File: config.mk
export PLATFORM = sky130hd
export DESIGN_NAME = fuzz_vector_sequencer
export DESIGN_NICKNAME = d
export VERILOG_FILES = /design/src/rtl/fuzz_seq_pkg.sv /design/src/rtl/fuzz_seq_misr.sv /design/src/rtl/fuzz_vector_sequencer.sv
export SDC_FILE = /design/constraint.sdc
export NUM_CORES = 1
export LEC_CHECK = 0
export CELL_PAD_IN_SITES_DETAIL_PLACEMENT = 1
export CELL_PAD_IN_SITES_GLOBAL_PLACEMENT = 2
export CORE_AREA = 5 5 321 323
export DETAILED_ROUTE_END_ITERATION = 16
export DIE_AREA = 0 0 326 328
export PLACE_DENSITY = 0.71
export SETUP_SLACK_MARGIN = 0.05
export SLEW_MARGIN = 20
export SYNTH_ARGS = -nofsm -noshare
export SYNTH_HDL_FRONTEND = slang
export SYNTH_SLANG_ARGS = --single-unit
File: constraint.sdc
create_clock -name clk -period 2.3 [get_ports clk]
set_input_delay 0.46 -clock clk [delete_from_list [all_inputs] [get_ports clk]]
set_output_delay 0.46 -clock clk [all_outputs]
set_load 0.1 [all_outputs]
File: src/rtl/fuzz_seq_pkg.sv
// Shared types and MISR step function for the fuzz vector sequencer.
// Signatures up to MISR_MAX_W bits are supported by misr_step.
package fuzz_seq_pkg;

  localparam int MISR_MAX_W = 256;

  typedef enum logic [2:0] {
    ST_IDLE,
    ST_FETCH,
    ST_APPLY,
    ST_SETTLE,
    ST_CAPTURE,
    ST_DONE
  } state_t;

  // Caller zero-extends to MISR_MAX_W and truncates the result back to w bits.
  function automatic logic [MISR_MAX_W-1:0] misr_step(
    input logic [MISR_MAX_W-1:0] sig,
    input logic [MISR_MAX_W-1:0] data,
    input int unsigned           w,
    input int unsigned           tap
  );
    logic fb;
    fb = sig[w-1] ^ sig[tap];
    return ((sig << 1) | MISR_MAX_W'(fb)) ^ data;
  endfunction

endpackage

File: src/rtl/fuzz_seq_misr.sv
// Multiple-input signature register folding DUT output into a signature.
// Single feedback tap: fb = sig[MSB] ^ sig[TAP].
module fuzz_seq_misr
  import fuzz_seq_pkg::*;
#(
  parameter int OUT_W = 240,
  parameter int TAP   = 2
) (
  input  logic             clk,
  input  logic             rst_n,
  input  logic             clear,
  input  logic             enable,
  input  logic [OUT_W-1:0] data,
  output logic [OUT_W-1:0] sig
);

  logic [OUT_W-1:0] step;

  always_comb begin
    step = OUT_W'(misr_step(MISR_MAX_W'(sig), MISR_MAX_W'(data), OUT_W, TAP));
  end

  always_ff @(posedge clk or negedge rst_n) begin
    if (!rst_n) begin
      sig <= '0;
    end else if (clear) begin
      sig <= '0;
    end else if (enable) begin
      sig <= step;
    end
  end

endmodule

File: src/rtl/fuzz_vector_sequencer.sv
// Start/done controlled vector sequencer: ROM fetch, apply, settle, MISR capture.
// Optional FUZZ_SEQ_COMPARE_EN adds expected_sig/mismatch signature comparison.
module fuzz_vector_sequencer
  import fuzz_seq_pkg::*;
#(
  parameter int IN_W   = 76,
  parameter int OUT_W  = 240,
  parameter int VEC_W  = 256,
  parameter int ADDR_W = 5,
  parameter int SETTLE = 2,
  parameter int TAP    = 2
) (
  input  logic              clk,
  input  logic              rst_n,
  input  logic              start,
  input  logic [ADDR_W:0]   num_vec,
  output logic              vec_rd,
  output logic [ADDR_W-1:0] vec_addr,
  input  logic [VEC_W-1:0]  vec_data,
  output logic [IN_W-1:0]   dut_in,
  input  logic [OUT_W-1:0]  dut_out,
  output logic              cap_valid,
  output logic [ADDR_W-1:0] cap_idx,
  output logic              busy,
  output logic              done,
  output logic [OUT_W-1:0]  signature
`ifdef FUZZ_SEQ_COMPARE_EN
  ,
  input  logic [OUT_W-1:0]  expected_sig,
  output logic              mismatch
`endif
);

  localparam int CW    = (SETTLE > 1) ? $clog2(SETTLE) : 1;
  localparam int SLAST = (SETTLE > 0) ? SETTLE - 1 : 0;

  state_t          state;
  state_t          state_nxt;
  logic [ADDR_W:0] index;
  logic [ADDR_W:0] index_inc;
  logic [ADDR_W:0] num;
  logic [CW-1:0]   cnt;
  logic            start_ok;
  logic            last;

  generate
    if (VEC_W > IN_W) begin : g_unused
      logic unused_bits;
      assign unused_bits = ^vec_data[VEC_W-1:IN_W];
    end
  endgenerate

  assign index_inc = index + 1'b1;
  assign last      = (index_inc == num);
  assign start_ok  = start && (state == ST_IDLE || state == ST_DONE);

  always_comb begin
    state_nxt = state;
    unique case (state)
      ST_IDLE, ST_DONE: begin
        if (start) state_nxt = (num_vec == '0) ? ST_DONE : ST_FETCH;
      end
      ST_FETCH: state_nxt = ST_APPLY;
      ST_APPLY: state_nxt = (SETTLE == 0) ? ST_CAPTURE : ST_SETTLE;
      ST_SETTLE: begin
        if (cnt == CW'(SLAST)) state_nxt = ST_CAPTURE;
      end
      ST_CAPTURE: state_nxt = last ? ST_DONE : ST_FETCH;
      default: state_nxt = ST_IDLE;
    endcase
  end

  always_ff @(posedge clk or negedge rst_n) begin
    if (!rst_n) begin
      state <= ST_IDLE;
    end else begin
      state <= state_nxt;
    end
  end

  always_ff @(posedge clk or negedge rst_n) begin
    if (!rst_n) begin
      index  <= '0;
      num    <= '0;
      cnt    <= '0;
      dut_in <= '0;
    end else begin
      if (start_ok) begin
        num    <= num_vec;
        index  <= '0;
        dut_in <= '0;
      end
      if (state == ST_APPLY) begin
        dut_in <= vec_data[IN_W-1:0];
        cnt    <= '0;
      end
      if (state == ST_SETTLE) cnt <= cnt + 1'b1;
      if (state == ST_CAPTURE) index <= index_inc;
    end
  end

  assign vec_rd    = (state == ST_FETCH);
  assign vec_addr  = vec_rd ? index[ADDR_W-1:0] : '0;
  assign cap_valid = (state == ST_CAPTURE);
  assign cap_idx   = cap_valid ? index[ADDR_W-1:0] : '0;
  assign busy      = (state == ST_FETCH) || (state == ST_APPLY) ||
                     (state == ST_SETTLE) || (state == ST_CAPTURE);
  assign done      = (state == ST_DONE);

  fuzz_seq_misr #(
    .OUT_W (OUT_W),
    .TAP   (TAP)
  ) u_misr (
    .clk    (clk),
    .rst_n  (rst_n),
    .clear  (start_ok),
    .enable (cap_valid),
    .data   (dut_out),
    .sig    (signature)
  );

`ifdef FUZZ_SEQ_COMPARE_EN
  // Signature value that will be held in DONE, known one cycle early.
  logic [OUT_W-1:0] fin_sig;
  logic             enter_done;

  always_comb begin
    fin_sig = '0;
    if (state == ST_CAPTURE) begin
      fin_sig = OUT_W'(misr_step(MISR_MAX_W'(signature),
                                 MISR_MAX_W'(dut_out), OUT_W, TAP));
    end
  end

  assign enter_done = (state_nxt == ST_DONE) &&
                      ((state != ST_DONE) || start_ok);

  always_ff @(posedge clk or negedge rst_n) begin
    if (!rst_n) begin
      mismatch <= 1'b0;
    end else if (enter_done) begin
      mismatch <= (fin_sig != expected_sig);
    end else if (start_ok) begin
      mismatch <= 1'b0;
    end
  end
`endif

endmodule

==> impl_metrics.py <==
metrics = {
    "yosys": {
        "synth_nets": 1984,
        "yosys_warnings": 0,
        "syn_inst": 1478,
        "yosys.cell_types.count": 38,
        "ys_ff_latch": 332,
        "netlist_area_um2": 15200,
        "synth_seq_area_share_pct": 54.6,
        "syn_avg_cell_area_um2": 10.3,
    },
    "sta": {
        "relSlewSlack_pct": 42.8,
        "setup_viol": 0,
        "fin_crit_ps": 2190,
        "max_freq_ghz": 0.457,
        "tightest_slew_ps": 851,
        "final-max-slew-violation-count": 0,
        "fin_crit_sh_pct": 95.1,
        "clock_skew_ps": 20.7,
        "timing_hold_violations_final": 0,
        "rsz0062_at_grt": "true",
    },
    "final_layout": {
        "syn2layout_area_growth_pct": 62.7,
        "post-route-util_pct": 24.9,
        "fill_cells": 11500,
        "num-nets-final": 2658,
        "layout-drive-gt1-share_pct": 23.3,
    },
    "global_route": {
        "grt_use_total_pct": 11.3,
        "use_met1_pct": 13.2,
        "grt_pass1_vias": 14400,
        "gr-max-usage-layer": "met2",
        "use_met2_pct": 19.9,
        "grt_pass1_wl_mm": 94.2,
        "grt_max_degree": 59,
        "overflow": 0,
        "antenna_found_initial": 5,
        "use_met3_pct": 3.56,
    },
    "setup_path": {
        "cp-end-kind": "output pin",
        "slowest_stage": "dfrtp_2",
        "critPathKind": "flop to output pin",
        "cpPeakStageDelay_ps": 470,
        "startpoint_type": "flop",
        "arrival_ps": 1730,
        "cp_data_required_time_ps": 1840,
        "path_cells": "nor3_4 -> buf_6 -> and2_4 -> buf_12",
        "cp_max_fo": 6,
    },
    "job": {
        "max_cap_violations": 0,
    },
    "status": {
        "outcome": "complete, no violations",
    },
    "floorplan": {
        "fp.coreArea_um2": 99600,
        "die-width_um": 326,
        "die_h_um": 328,
        "rows": 116,
        "dieArea_um2": 107000,
        "initial_core_util_pct": 15.3,
        "io_pins": 835,
    },
    "place": {
        "place.gp.congestion": 0.770,
        "dpl.hpwl_mm": 48.0,
        "numPortBuffers": 654,
    },
    "clock_tree": {
        "cts_sinks": 332,
        "cts-root-buf": "clkbuf_16",
        "cts_buffers": 43,
        "htreeDepth": 2,
        "clk_latency_ps": 590,
        "ctsLongestPathBuffers": 3,
        "clkTransAtPathRegs_ps": 60,
        "cts_tree": "done",
    },
    "routing": {
        "drt_first_pass_iters": 4,
        "vias": 13400,
        "final_antenna_net_count": 0,
        "drtIter0Drc": 521,
        "wl_per_cell_um": 18.1,
        "vias_per_cell": 3.85,
        "drt-total-wl_mm": 63.1,
        "drt_drc_violations_left": 0,
    },
    "hold_path": {
        "hp-class": "primary input to flop",
    },
}
## area by class of cell
cell class / count / area (um^2) / area share [%]
Antenna cell: 4 / 10.0 / 0.0404
Clock buffer: 58 / 1210 / 4.90
Inverter: 3 / 21.3 / 0.0858
Multi-Input combinational cell: 1032 / 6380 / 25.8
Tap cell: 1298 / 1620 / 6.55
Sequential cell: 332 / 8310 / 33.5
Clock inverter: 20 / 309 / 1.25
Timing Repair Buffer: 740 / 6900 / 27.9
## repair_timing
action | in CTS | in global routing
pin swaps | 1 | 2
buffers inserted | 12 | 2
hold buffers | 1 | 0
gates resized for setup | 9 | 2
hold endpoints to repair | 38 | 0
endpoints found under the setup margin | 14 | 8
## layout by cell type (no fill, tap or decap), types with 4 or more instances in the layout
| cell type | n |
|---|---|
| buf_4 | 372 |
| dfrtp_1 | 329 |
| clkdlybuf4s50_1 | 323 |
| xnor2_1 | 246 |
| nor2_1 | 242 |
| a211oi_1 | 241 |
| nand2_1 | 165 |
| o21ai_0 | 79 |
| clkbuf_16 | 44 |
| buf_12 | 42 |
| clkbuf_1 | 8 |
| bufinv_16 | 7 |
| o21ai_1 | 6 |
| clkbuf_8 | 6 |
| and2_4 | 5 |
| clkinv_2 | 5 |
| diode_2 | 4 |
| and3_1 | 4 |
| xor2_1 | 4 |
| mux2_1 | 4 |
## synthesized netlist by cell type
| cell | number | area, um^2 |
|---|---|---|
| a31oi_1 | 2 | 12.5 |
| nor3b_1 | 1 | 7.51 |
| dfrtp_1 | 332 | 8310 |
| ha_1 | 1 | 12.5 |
| and3_1 | 6 | 37.5 |
| xor2_1 | 4 | 35.0 |
| nor3_1 | 2 | 10.0 |
| o21ai_1 | 6 | 30.0 |
| inv_2 | 1 | 3.75 |
| buf_4 | 25 | 188 |
| nor2_1 | 243 | 912 |
| inv_1 | 2 | 7.51 |
| nor3_4 | 1 | 16.3 |
| and3b_1 | 1 | 8.76 |
| a211oi_1 | 241 | 1810 |
| nor2_8 | 1 | 20.0 |
| nand2b_1 | 2 | 12.5 |
| buf_1 | 1 | 3.75 |
| o22ai_1 | 2 | 12.5 |
| nand3_1 | 3 | 15.0 |
| nand4_1 | 1 | 6.26 |
| mux2_2 | 3 | 33.8 |
| mux2i_1 | 1 | 10.0 |
| a22oi_1 | 1 | 7.51 |
| o2bb2ai_1 | 1 | 8.76 |
| nor4bb_1 | 1 | 10.0 |
| and2_1 | 6 | 37.5 |
| nor4_1 | 3 | 18.8 |
| mux2_1 | 4 | 45.0 |
| a21oi_1 | 2 | 10.0 |
| clkbuf_1 | 36 | 135 |
| a21o_1 | 1 | 7.51 |
| nand2_2 | 1 | 6.26 |
| buf_6 | 1 | 11.3 |
| nand2_1 | 165 | 619 |
| o21ai_0 | 79 | 395 |
| xnor2_1 | 247 | 2160 |
| buf_2 | 48 | 240 |
## stage by stage
stage | worst slack, ps | hold WS, ps | std cells | TNS [ps] | cell area [um^2]
after floorplan | -160 | 164 | 1478 | -671 | 15300
after global placement | 128 | 476 | 3390 | 0 | 23100
after detailed placement | 108 | 473 | 3390 | 0 | 23100
after CTS | 19.2 | 343 | 3481 | 0 | 24700
after global routing | 26.8 | 383 | 3485 | 0 | 24800
final | 112 | 416 | 3487 | 0 | 24800
## metal layers
metal / vias to the layer above / wire length [um]
li1: 6384 / -
met1: 6554 / 25500
met2: 384 / 31700
met3: 96 / 4130
met4: 2 / 1790
met5: - / 13
## path summary, 6_finish.rpt
path / from / end / slack, ps / cells after the start
setup / recovery: state[1]$_DFFE_PN0P_ / vec_addr[2] / 110 / 4
hold / removal: vec_data[69] / dut_in[69]$_DFFE_PN0P_ / 420 / 3
min in group asynchronous: rst_n / u_misr.sig[141]$_DFFE_PN0P_ / 510 / 2
max in group asynchronous: rst_n / u_misr.sig[49]$_DFFE_PN0P_ / 1110 / 3
setup reg to reg: state[1]$_DFFE_PN0P_ / u_misr.sig[39]$_DFFE_PN0P_ / 300 / 8
hold reg to reg: cnt$_DFFE_PN0P_ / state[1]$_DFFE_PN0P_ / 500 / 1
## sequential cells by signal (all words and copies together) (netlist names)
name	count
cnt	1
dut_in	76
index	6
num	6
state	3
u_misr.sig	240
## worst max-delay path, delay by kind of cell, from the launching register on
| kind | cells | cell delay, ps |
|---|---|---|
| simple gates | 2 | 350 |
| buf+inv | 2 | 320 |
| flops | 1 | 470 |
## logic make-up after synthesis
| group | share of synthesized area, % |
|---|---|
| flip-flops | 54.6 |
| adder cells (fa/ha/maj) | 0.0821 |
| XOR/XNOR | 14.4 |
| AO/OA/AOI/OAI | 15.1 |
| AND/OR/NAND/NOR | 11.4 |
| buffers and inverters | 3.87 |
| multiplexers | 0.583 |
Power is left out: the tool's default activity adds up to more than one toggle a clock period on the data nets, which glitch-free logic cannot reach.
